File: src/rtl/prog_loader_pkg.sv
// Shared constants and state encoding for the serial program loader.
package prog_loader_pkg;

    localparam int BYTE_W = 8;
    localparam int LEN_W  = 16;

    typedef enum logic [2:0] {
        S_IDLE,
        S_LEN_HI,
        S_LEN_LO,
        S_DATA,
        S_WRITE,
        S_CSUM,
        S_DONE,
        S_ERR
    } state_t;

endpackage

File: src/rtl/prog_loader_if.sv
// Byte-stream receive channel and memory write port of the loader.
interface prog_loader_if #(
    parameter int WIDTH = 32
);
    import prog_loader_pkg::*;

    logic              rx_valid;
    logic [BYTE_W-1:0] rx_byte;
    logic              rx_ready;
    logic              mem_we;
    logic [WIDTH-1:0]  mem_adr;
    logic [WIDTH-1:0]  mem_wdata;

    modport slave (
        input  rx_valid, rx_byte,
        output rx_ready, mem_we, mem_adr, mem_wdata
    );

    modport master (
        output rx_valid, rx_byte,
        input  rx_ready, mem_we, mem_adr, mem_wdata
    );

endinterface

File: src/rtl/prog_loader_word_assembler.sv
// Collects four stream bytes MSB-first into one 32-bit word.
module word_assembler
    import prog_loader_pkg::*;
(
    input  logic                clk,
    input  logic                reset,
    input  logic                i_clear,
    input  logic                i_shift,
    input  logic [BYTE_W-1:0]   i_byte,
    output logic [4*BYTE_W-1:0] o_word,
    output logic                o_last,
    output logic                o_full
);

    logic [4*BYTE_W-1:0] r_shift;
    logic [1:0]          r_count;
    logic                r_full;

    // Full goes high together with the fourth byte and stays until the next byte arrives.
    always_ff @(posedge clk or negedge reset) begin
        if (!reset) begin
            r_shift <= '0;
            r_count <= '0;
            r_full  <= 1'b0;
        end else if (i_clear) begin
            r_shift <= '0;
            r_count <= '0;
            r_full  <= 1'b0;
        end else if (i_shift) begin
            r_shift <= {r_shift[3*BYTE_W-1:0], i_byte};
            r_count <= r_count + 2'd1;
            r_full  <= (r_count == 2'd3);
        end
    end

    assign o_word = r_shift;
    assign o_last = (r_count == 2'd3);
    assign o_full = r_full;

endmodule

File: src/rtl/prog_loader.sv
// Receives a length-prefixed, checksummed byte stream and writes it into
// instruction memory, holding the core in reset until the image is good.
module prog_loader
    import prog_loader_pkg::*;
#(
    parameter int          WIDTH    = 32,
    parameter logic [31:0] BASE     = 32'h0,
    parameter int          MAXWORDS = 256
) (
    input  logic           clk,
    input  logic           reset,
    input  logic           start,
    prog_loader_if.slave   bus,
    output logic           cpu_reset,
    output logic           done,
    output logic           err
);

    localparam int CNT_W = $clog2(MAXWORDS + 1);

    state_t              r_state;
    state_t              w_nextState;
    logic [LEN_W-1:0]    r_len;
    logic [CNT_W-1:0]    r_wordCnt;
    logic [BYTE_W-1:0]   r_csum;

    logic                w_ready;
    logic                w_accept;
    logic                w_startLoad;
    logic [LEN_W-1:0]    w_lenFull;
    logic [31:0]         w_wordNext;
    logic [4*BYTE_W-1:0] w_word;
    logic                w_last;
    logic                w_full;

    assign w_ready     = (r_state inside {S_LEN_HI, S_LEN_LO, S_DATA, S_CSUM});
    assign w_accept    = bus.rx_valid && w_ready;
    assign w_startLoad = start && (r_state inside {S_IDLE, S_DONE, S_ERR});
    assign w_lenFull   = {r_len[LEN_W-1:BYTE_W], bus.rx_byte};
    assign w_wordNext  = 32'(r_wordCnt) + 32'd1;

    word_assembler u_asm (
        .clk     (clk),
        .reset   (reset),
        .i_clear (w_startLoad),
        .i_shift (w_accept && (r_state == S_DATA)),
        .i_byte  (bus.rx_byte),
        .o_word  (w_word),
        .o_last  (w_last),
        .o_full  (w_full)
    );

    always_ff @(posedge clk or negedge reset) begin
        if (!reset) r_state <= S_IDLE;
        else        r_state <= w_nextState;
    end

    always_comb begin
        w_nextState = r_state;
        case (r_state)
            S_IDLE, S_DONE, S_ERR: if (start) w_nextState = S_LEN_HI;
            S_LEN_HI: if (w_accept) w_nextState = S_LEN_LO;
            S_LEN_LO: begin
                if (w_accept) begin
                    if (32'(w_lenFull) > 32'(MAXWORDS)) w_nextState = S_ERR;
                    else if (w_lenFull == '0)            w_nextState = S_CSUM;
                    else                                 w_nextState = S_DATA;
                end
            end
            S_DATA:  if (w_accept && w_last) w_nextState = S_WRITE;
            S_WRITE: w_nextState = (w_wordNext < 32'(r_len)) ? S_DATA : S_CSUM;
            S_CSUM: begin
                if (w_accept) w_nextState = (bus.rx_byte == r_csum) ? S_DONE : S_ERR;
            end
            default: w_nextState = S_IDLE;
        endcase
    end

    // Length, word index and checksum restart with every new load; length bytes stay out of the checksum.
    always_ff @(posedge clk or negedge reset) begin
        if (!reset) begin
            r_len     <= '0;
            r_wordCnt <= '0;
            r_csum    <= '0;
        end else if (w_startLoad) begin
            r_len     <= '0;
            r_wordCnt <= '0;
            r_csum    <= '0;
        end else begin
            case (r_state)
                S_LEN_HI: if (w_accept) r_len[LEN_W-1:BYTE_W] <= bus.rx_byte;
                S_LEN_LO: if (w_accept) r_len[BYTE_W-1:0]     <= bus.rx_byte;
                S_DATA:   if (w_accept) r_csum <= r_csum ^ bus.rx_byte;
                S_WRITE:  r_wordCnt <= r_wordCnt + 1'b1;
                default:  ;
            endcase
        end
    end

    always_comb begin
        bus.rx_ready  = w_ready;
        bus.mem_we    = 1'b0;
        bus.mem_adr   = '0;
        bus.mem_wdata = '0;
        cpu_reset     = 1'b1;
        done          = 1'b0;
        err           = 1'b0;
        case (r_state)
            S_WRITE: begin
                bus.mem_we    = w_full;
                bus.mem_adr   = WIDTH'(BASE) + WIDTH'({r_wordCnt, 2'b00});
                bus.mem_wdata = WIDTH'(w_word);
            end
            S_DONE: begin
                cpu_reset = 1'b0;
                done      = 1'b1;
            end
            S_ERR:   err = 1'b1;
            default: ;
        endcase
    end

endmodule

File: src/flat_wrapper.sv
// flat-port wrapper written by rule: the top's interface ports become plain ports
module prog_loader_flat import prog_loader_pkg::*;
#(
    parameter int          WIDTH    = 32,
    parameter logic [31:0] BASE     = 32'h0,
    parameter int          MAXWORDS = 256
)
  (clk, reset, start, cpu_reset, done, err, bus_rx_valid, bus_rx_byte, bus_rx_ready, bus_mem_we, bus_mem_adr, bus_mem_wdata);
  prog_loader_if #(.WIDTH(WIDTH)) bus_i ();
  input  logic clk;
  input  logic reset;
  input  logic start;
  output logic cpu_reset;
  output logic done;
  output logic err;
  input wire logic [$bits(bus_i.rx_valid)-1:0] bus_rx_valid;
  input wire logic [$bits(bus_i.rx_byte)-1:0] bus_rx_byte;
  output wire logic [$bits(bus_i.rx_ready)-1:0] bus_rx_ready;
  output wire logic [$bits(bus_i.mem_we)-1:0] bus_mem_we;
  output wire logic [$bits(bus_i.mem_adr)-1:0] bus_mem_adr;
  output wire logic [$bits(bus_i.mem_wdata)-1:0] bus_mem_wdata;
  assign bus_i.rx_valid = bus_rx_valid;
  assign bus_i.rx_byte = bus_rx_byte;
  assign bus_rx_ready = bus_i.rx_ready;
  assign bus_mem_we = bus_i.mem_we;
  assign bus_mem_adr = bus_i.mem_adr;
  assign bus_mem_wdata = bus_i.mem_wdata;
  prog_loader #(.WIDTH(WIDTH), .BASE(BASE), .MAXWORDS(MAXWORDS)) u_core (.clk(clk), .reset(reset), .start(start), .bus(bus_i), .cpu_reset(cpu_reset), .done(done), .err(err));
endmodule
File: config.mk
export PLATFORM = sky130hd
export DESIGN_NAME = prog_loader_flat
export DESIGN_NICKNAME = d
export VERILOG_FILES = /design/src/rtl/prog_loader_pkg.sv /design/src/rtl/prog_loader_if.sv /design/src/rtl/prog_loader_word_assembler.sv /design/src/rtl/prog_loader.sv /design/src/flat_wrapper.sv
export SDC_FILE = /design/constraint.sdc
export NUM_CORES = 1
export LEC_CHECK = 0
export CORE_ASPECT_RATIO = 0.6
export CORE_MARGIN = 2
export CORE_UTILIZATION = 50
export DETAILED_ROUTE_END_ITERATION = 10
export HOLD_SLACK_MARGIN = 0.03
export PLACE_DENSITY_LB_ADDON = 0.2
export SYNTH_ARGS = -nofsm -noshare
export SYNTH_HDL_FRONTEND = slang
export SYNTH_HIERARCHICAL = 1
export SYNTH_SLANG_ARGS = --single-unit
File: constraint.sdc
create_clock -name clk -period 5.7 [get_ports clk]
set_input_delay 1.14 -clock clk [delete_from_list [all_inputs] [get_ports clk]]
set_output_delay 1.14 -clock clk [all_outputs]
set_load 0.02 [all_outputs]
## Yosys cells after proc, flatten, opt, wreduce, memory -nomap -nowiden

Index checks and enable logic that the tools add are counted.
W data, S select, Z words.

- Flip-flop bits (word level): 71
- Logic and storage cells: 78
- Output and inout port bits: 69

- Bitwise logic cells: 1
- Add/sub/neg operators: 3
- Equality and inequality tests: 14
- Order comparisons: 2
- Reductions and logical operators: 19
- Multiplexer cells: 31

Operator list:

| cell | count |
|---|---|
| $mux W32 | 3 |
| $mux W8 | 6 |
| $lt A32 B16 Y1 | 1 |
| $mux W3 | 8 |
| $mux W9 | 2 |
| $pmux W3 S6 | 1 |
| $gt A16 B9 Y1 const B | 1 |
| $logic_not A16 Y1 | 1 |
| $mux W16 | 1 |
| $eq A3 B3 Y1 const B | 4 |
| $reduce_bool A2 Y1 | 6 |
| $mux W11 | 1 |
| $add A9 B1 Y10 const B | 1 |
| $add A9 B1 Y9 const B | 1 |
| $eq A8 B8 Y1 | 1 |
| $xor A8 B8 Y8 | 1 |
| $mux W1 | 7 |
| $eq A3 B2 Y1 const B | 2 |
| $ne A2 B1 Y1 const B | 3 |
| $reduce_and A2 Y1 | 3 |
| $reduce_and A5 Y1 | 1 |
| $logic_and A1 B1 Y1 | 4 |
| $mux W2 | 2 |
| $ne A2 B2 Y1 const B | 2 |
| 7 further kinds | 7 |

## Longest topological paths before layout

- Word-level depth: 6
- Depth in mapped cells: 10
- Depth with buffers taken out: 10

## By module

Netlist, hierarchy kept.

By module, submodules not included:

| module | cells each | area each (um^2) | instances |
|---|---|---|---|
| prog_loader | 335 | 2643.8 | 1 |
| word_assembler | 114 | 1461.4 | 1 |

## Worst setup path after synthesis

Ideal clock, no wire load.

- Kind: reg2out
- Start: register u_core.r_state[1]
- End: output bus_mem_wdata[22]
- Data required time: 4.560 ns
- Buffers on the path: 1
- Setup slack: 3.400 ns
- Cell stages (with the launch flop): 4
- Arrival time: 1.160 ns
- Cells stage by stage: dfrtp_1 nor2_2 clkbuf_1 and3_1

- Cells in the longest elaborated chain, start to end: 2

RTL lines:

| element | RTL line | text |
|---|---|---|
| start, declared | prog_loader.sv:21 | `state_t r_state;` |
| start signal, assigned | prog_loader.sv:55 | `else r_state <= w_nextState;` |
| $eq A3 B3 Y1 | prog_loader.sv:108 | `case (r_state)` |
| $mux W32 | prog_loader.sv:108 |  |
| end, declared | flat_wrapper.sv:21 | `output wire logic [$bits(bus_i.mem_wdata)-1:0] bus_mem_wdata;` |

No other way between the ends.

## Final worst setup path

- Start: register u_core.r_state[1]
- End: output bus_mem_wdata[27]

The elaborated chain is that of the path after synthesis.

==> impl_results.md <==
* Status: finished, final reports clean
* Slew headroom at 0.216
* Final instance area at 4860 um^2
* Setup CP Type: reg2out
* PwrDens at 461 nW/um^2
* Area after DPL at 4570 um^2
* Endpoints failing setup at 0
* Cell family with most CP delay: buffers and inverters
* Synth top area cells: dfrtp_1 (43%), mux2i_1 (8.3%), and3_1 (6.7%)
* Final #Nets at 514
* Starting Density at 0.519
* Setup crit end kind: output pin
* Slew Viols, Final at 0
* Cts repair resizes at 0
* Slowest CP cell: clkdlybuf4s50_1
* CP Buf/Inv Count at 2
* Core ar. at 7910 um^2
* First-pass GRT wire length at 14800 um
* HP Class: reg2reg
* H-Tree Depth at 3
* Share of the clock period used by the worst path at 0.652
* Area grow syn2layout at 18.4%
* EDFF count, synth at 0
* Synth Area per Inst at 9.14 um^2
* Residual DRC at 0
* Syn Std Cell Area at 4110 um^2
* Clk_lat worst skew at 0.32 ns
* Post-synth cell types at 41
* Total power at 2.24 mW
* Post-synth top area share at 0.433
* Max Freq at 269 MHz
* Number of port buffers at 57
* Final WL at 9240 um
* P_leak at 2.29 nW
* Max-Cap Viols at 0
* Worst-margin pin slew at 1.18 ns
* Floorplan die width at 121 um
* Row Count at 25
* Layout cells sized above 1 at 0.0506
* Die area at 8970 um^2
* CP max stage delay at 0.61 ns
* Crit path max fanout at 34
* Worst EP arrival at 2.58 ns
* Placed cells at 588
* Crit start category: flop
* CTS max path bufs at 2
* Clock Sinks at 71
* Antenna cells at 0
* Vias per cell at 5.27
* Top-count cell post-synth: dfrtp_1
* Hold Vio Cnt, Final at 0
* Asr flop ratio synth at 1.00
* Setup TNS at 0 ns
* Routability cong. at 0.796
* Reg2reg setup slack at 3.16 ns
* Post-CTS Hold Fix Bufs at 0
* TritonRoute pass-1 iters at 4
* Worst Path Required at 4.56 ns
* Crit path capture: bus_mem_wdata[27]
* Total number of vias at 3171
* Hold Slack at 0.514 ns
* GRT Util Overall at 0.211
* RSZ-0062 raised after global routing: false
* DIE HEIGHT at 74.2 um
* GRT Residual Overflow at 0
* Yosys reg bits at 71
* Largest net degree at the start of global routing at 72
* Routed length per instance at 15.3 um
* Skew final at 0.00675 ns
* Vias in the first global route at 2860
* DRT antenna net count at 0
* Reg-to-Reg End: u_core/r_csum[6]
* Hold Path Cell Cnt at 2
* DP HPWL at 6280 um
* Commonest cells post-synth: dfrtp_1 (71), nand2_1 (57), nor2_1 (51), and3_1 (44), mux2i_1 (34)
* Post-Syn Instances at 449
* Maximum vdd drop at 0.229 mV
* Post-CTS Setup Bufs at 0
* Reg2reg start: u_core/r_state[2]
* Iter 0 DRT Violations at 246
* Top FF cell, synth: dfrtp_1
* Filler Cells Inserted at 672
* Synthesis Warnings at 6
* Crit path depth at 4
* R2r worst-path depth at 6
* Yosys top cell by area: dfrtp_1
* Boundary pin count at 81
* Clock root buffer: clkbuf_16
* Setup crit start: u_core/r_state[1]
* Register area share after synthesis at 0.433
* CTS tree: done
* Tmin final at 3.72 ns
* Num CTS Buffers at 9
* Non-Filler Instances at 602
* Initial antenna violation count at 0
* Critical-path cell list: nor2_2, buf_4, and3_1, clkdlybuf4s50_1
* Worst-path clk slew at 0.05 ns
layout by cell type, fill, tap and decap left out, types with 2 or more instances in the layout:
cell type | Yosys | routed
o41ai_1 | 3 | 3
o21ai_0 | 8 | 8
inv_1 | 12 | 12
and2_1 | 3 | 3
dfrtp_1 | 71 | 71
o31ai_1 | 2 | 2
clkbuf_16 | 0 | 9
a21oi_1 | 22 | 22
conb_1 | 1 | 23
nor2_1 | 51 | 51
clkdlybuf4s50_1 | 0 | 56
nor2_2 | 4 | 4
or3_1 | 3 | 3
nand3_1 | 10 | 10
mux2i_1 | 34 | 34
nand2_1 | 57 | 57
a31oi_1 | 3 | 3
xor2_1 | 13 | 13
nor2b_1 | 3 | 3
nand2b_1 | 2 | 2
buf_4 | 23 | 4
xnor2_1 | 14 | 14
o21ai_1 | 6 | 6
clkinv_2 | 0 | 2
nor3_1 | 3 | 3
and3_1 | 44 | 43
ha_1 | 11 | 11
nor4_1 | 3 | 3
o21a_1 | 3 | 3
how the worst min path moves through the flow:
stage	start	endpoint
after floorplan	u_core/u_asm/o_full	u_core/u_asm/o_full
after global placement	u_core/u_asm/o_word[26]	u_core/u_asm/o_word[26]
after detailed placement	u_core/u_asm/o_full	u_core/u_asm/o_full
after CTS	u_core/u_asm/o_full	u_core/u_asm/o_full
after global routing	u_core/r_len[0]	u_core/r_len[0]
final	u_core/u_asm/o_full	u_core/u_asm/o_full
layer usage:
metal	track usage	vias to the layer above	part of all wire
li1	-	1548	-
met1	0.335	1534	0.53
met2	0.294	85	0.41
met3	0.0445	4	0.057
met4	0.0465	0	0.0048
met5	0	-	0
worst min-delay path, delay by kind of cell, from the launching register on:
kind	cells	cell delay, ns
and+or+nand+nor	1	0.08
muxes	1	0.07
DFF	1	0.33
cell families (layout without fill, tap and decap cells):
kind of cell / after synthesis / count (layout) / share of synthesized area
AO/OA/AOI/OAI: 55 / 55 / 0.0808
XOR/XNOR: 27 / 27 / 0.0576
adder cells (fa/ha/maj): 11 / 11 / 0.0335
buffers and inverters: 64 / 87 / 0.0972
flip-flops: 71 / 71 / 0.433
multiplexers: 34 / 34 / 0.0829
other: 1 / 23 / 0.000913
AND/OR/NAND/NOR: 186 / 186 / 0.214
metrics by stage:
stage / util / setup slack, ns
2_1_floorplan: - / 3.40
3_3_place_gp: 0.578 / 2.27
4_1_cts: 0.614 / 1.99
3_5_place_dp: 0.578 / 2.22
6_report: 0.614 / 1.98
5_1_grt: 0.614 / 1.89
power breakdown:
group	internal, mW	switching, mW
registers	0.702	0.177
clock network	0.344	0.196
logic	0.322	0.498
total	1.37	0.871
state kept, by name, summed over array words and instances, names as in the netlist:
signal	flops
u_core/r_csum	8
u_core/u_asm/o_full	1
u_core/r_state	3
u_core/u_asm/o_word	32
u_core/u_asm/r_count	2
u_core/r_len	16
u_core/r_wordCnt	9
cell type report:
| type | instances | area [um^2] | share of cell area |
|---|---|---|---|
| Clock buffer | 10 | 239 | 0.0492 |
| Clock inverter | 4 | 47.5 | 0.00978 |
| Inverter | 12 | 45.0 | 0.00927 |
| Multi-Input combinational cell | 336 | 2020 | 0.416 |
| Sequential cell | 71 | 1780 | 0.366 |
| Tap cell | 108 | 135 | 0.0278 |
| Timing Repair Buffer | 61 | 596 | 0.123 |
(Power assumes the default switching activity.)
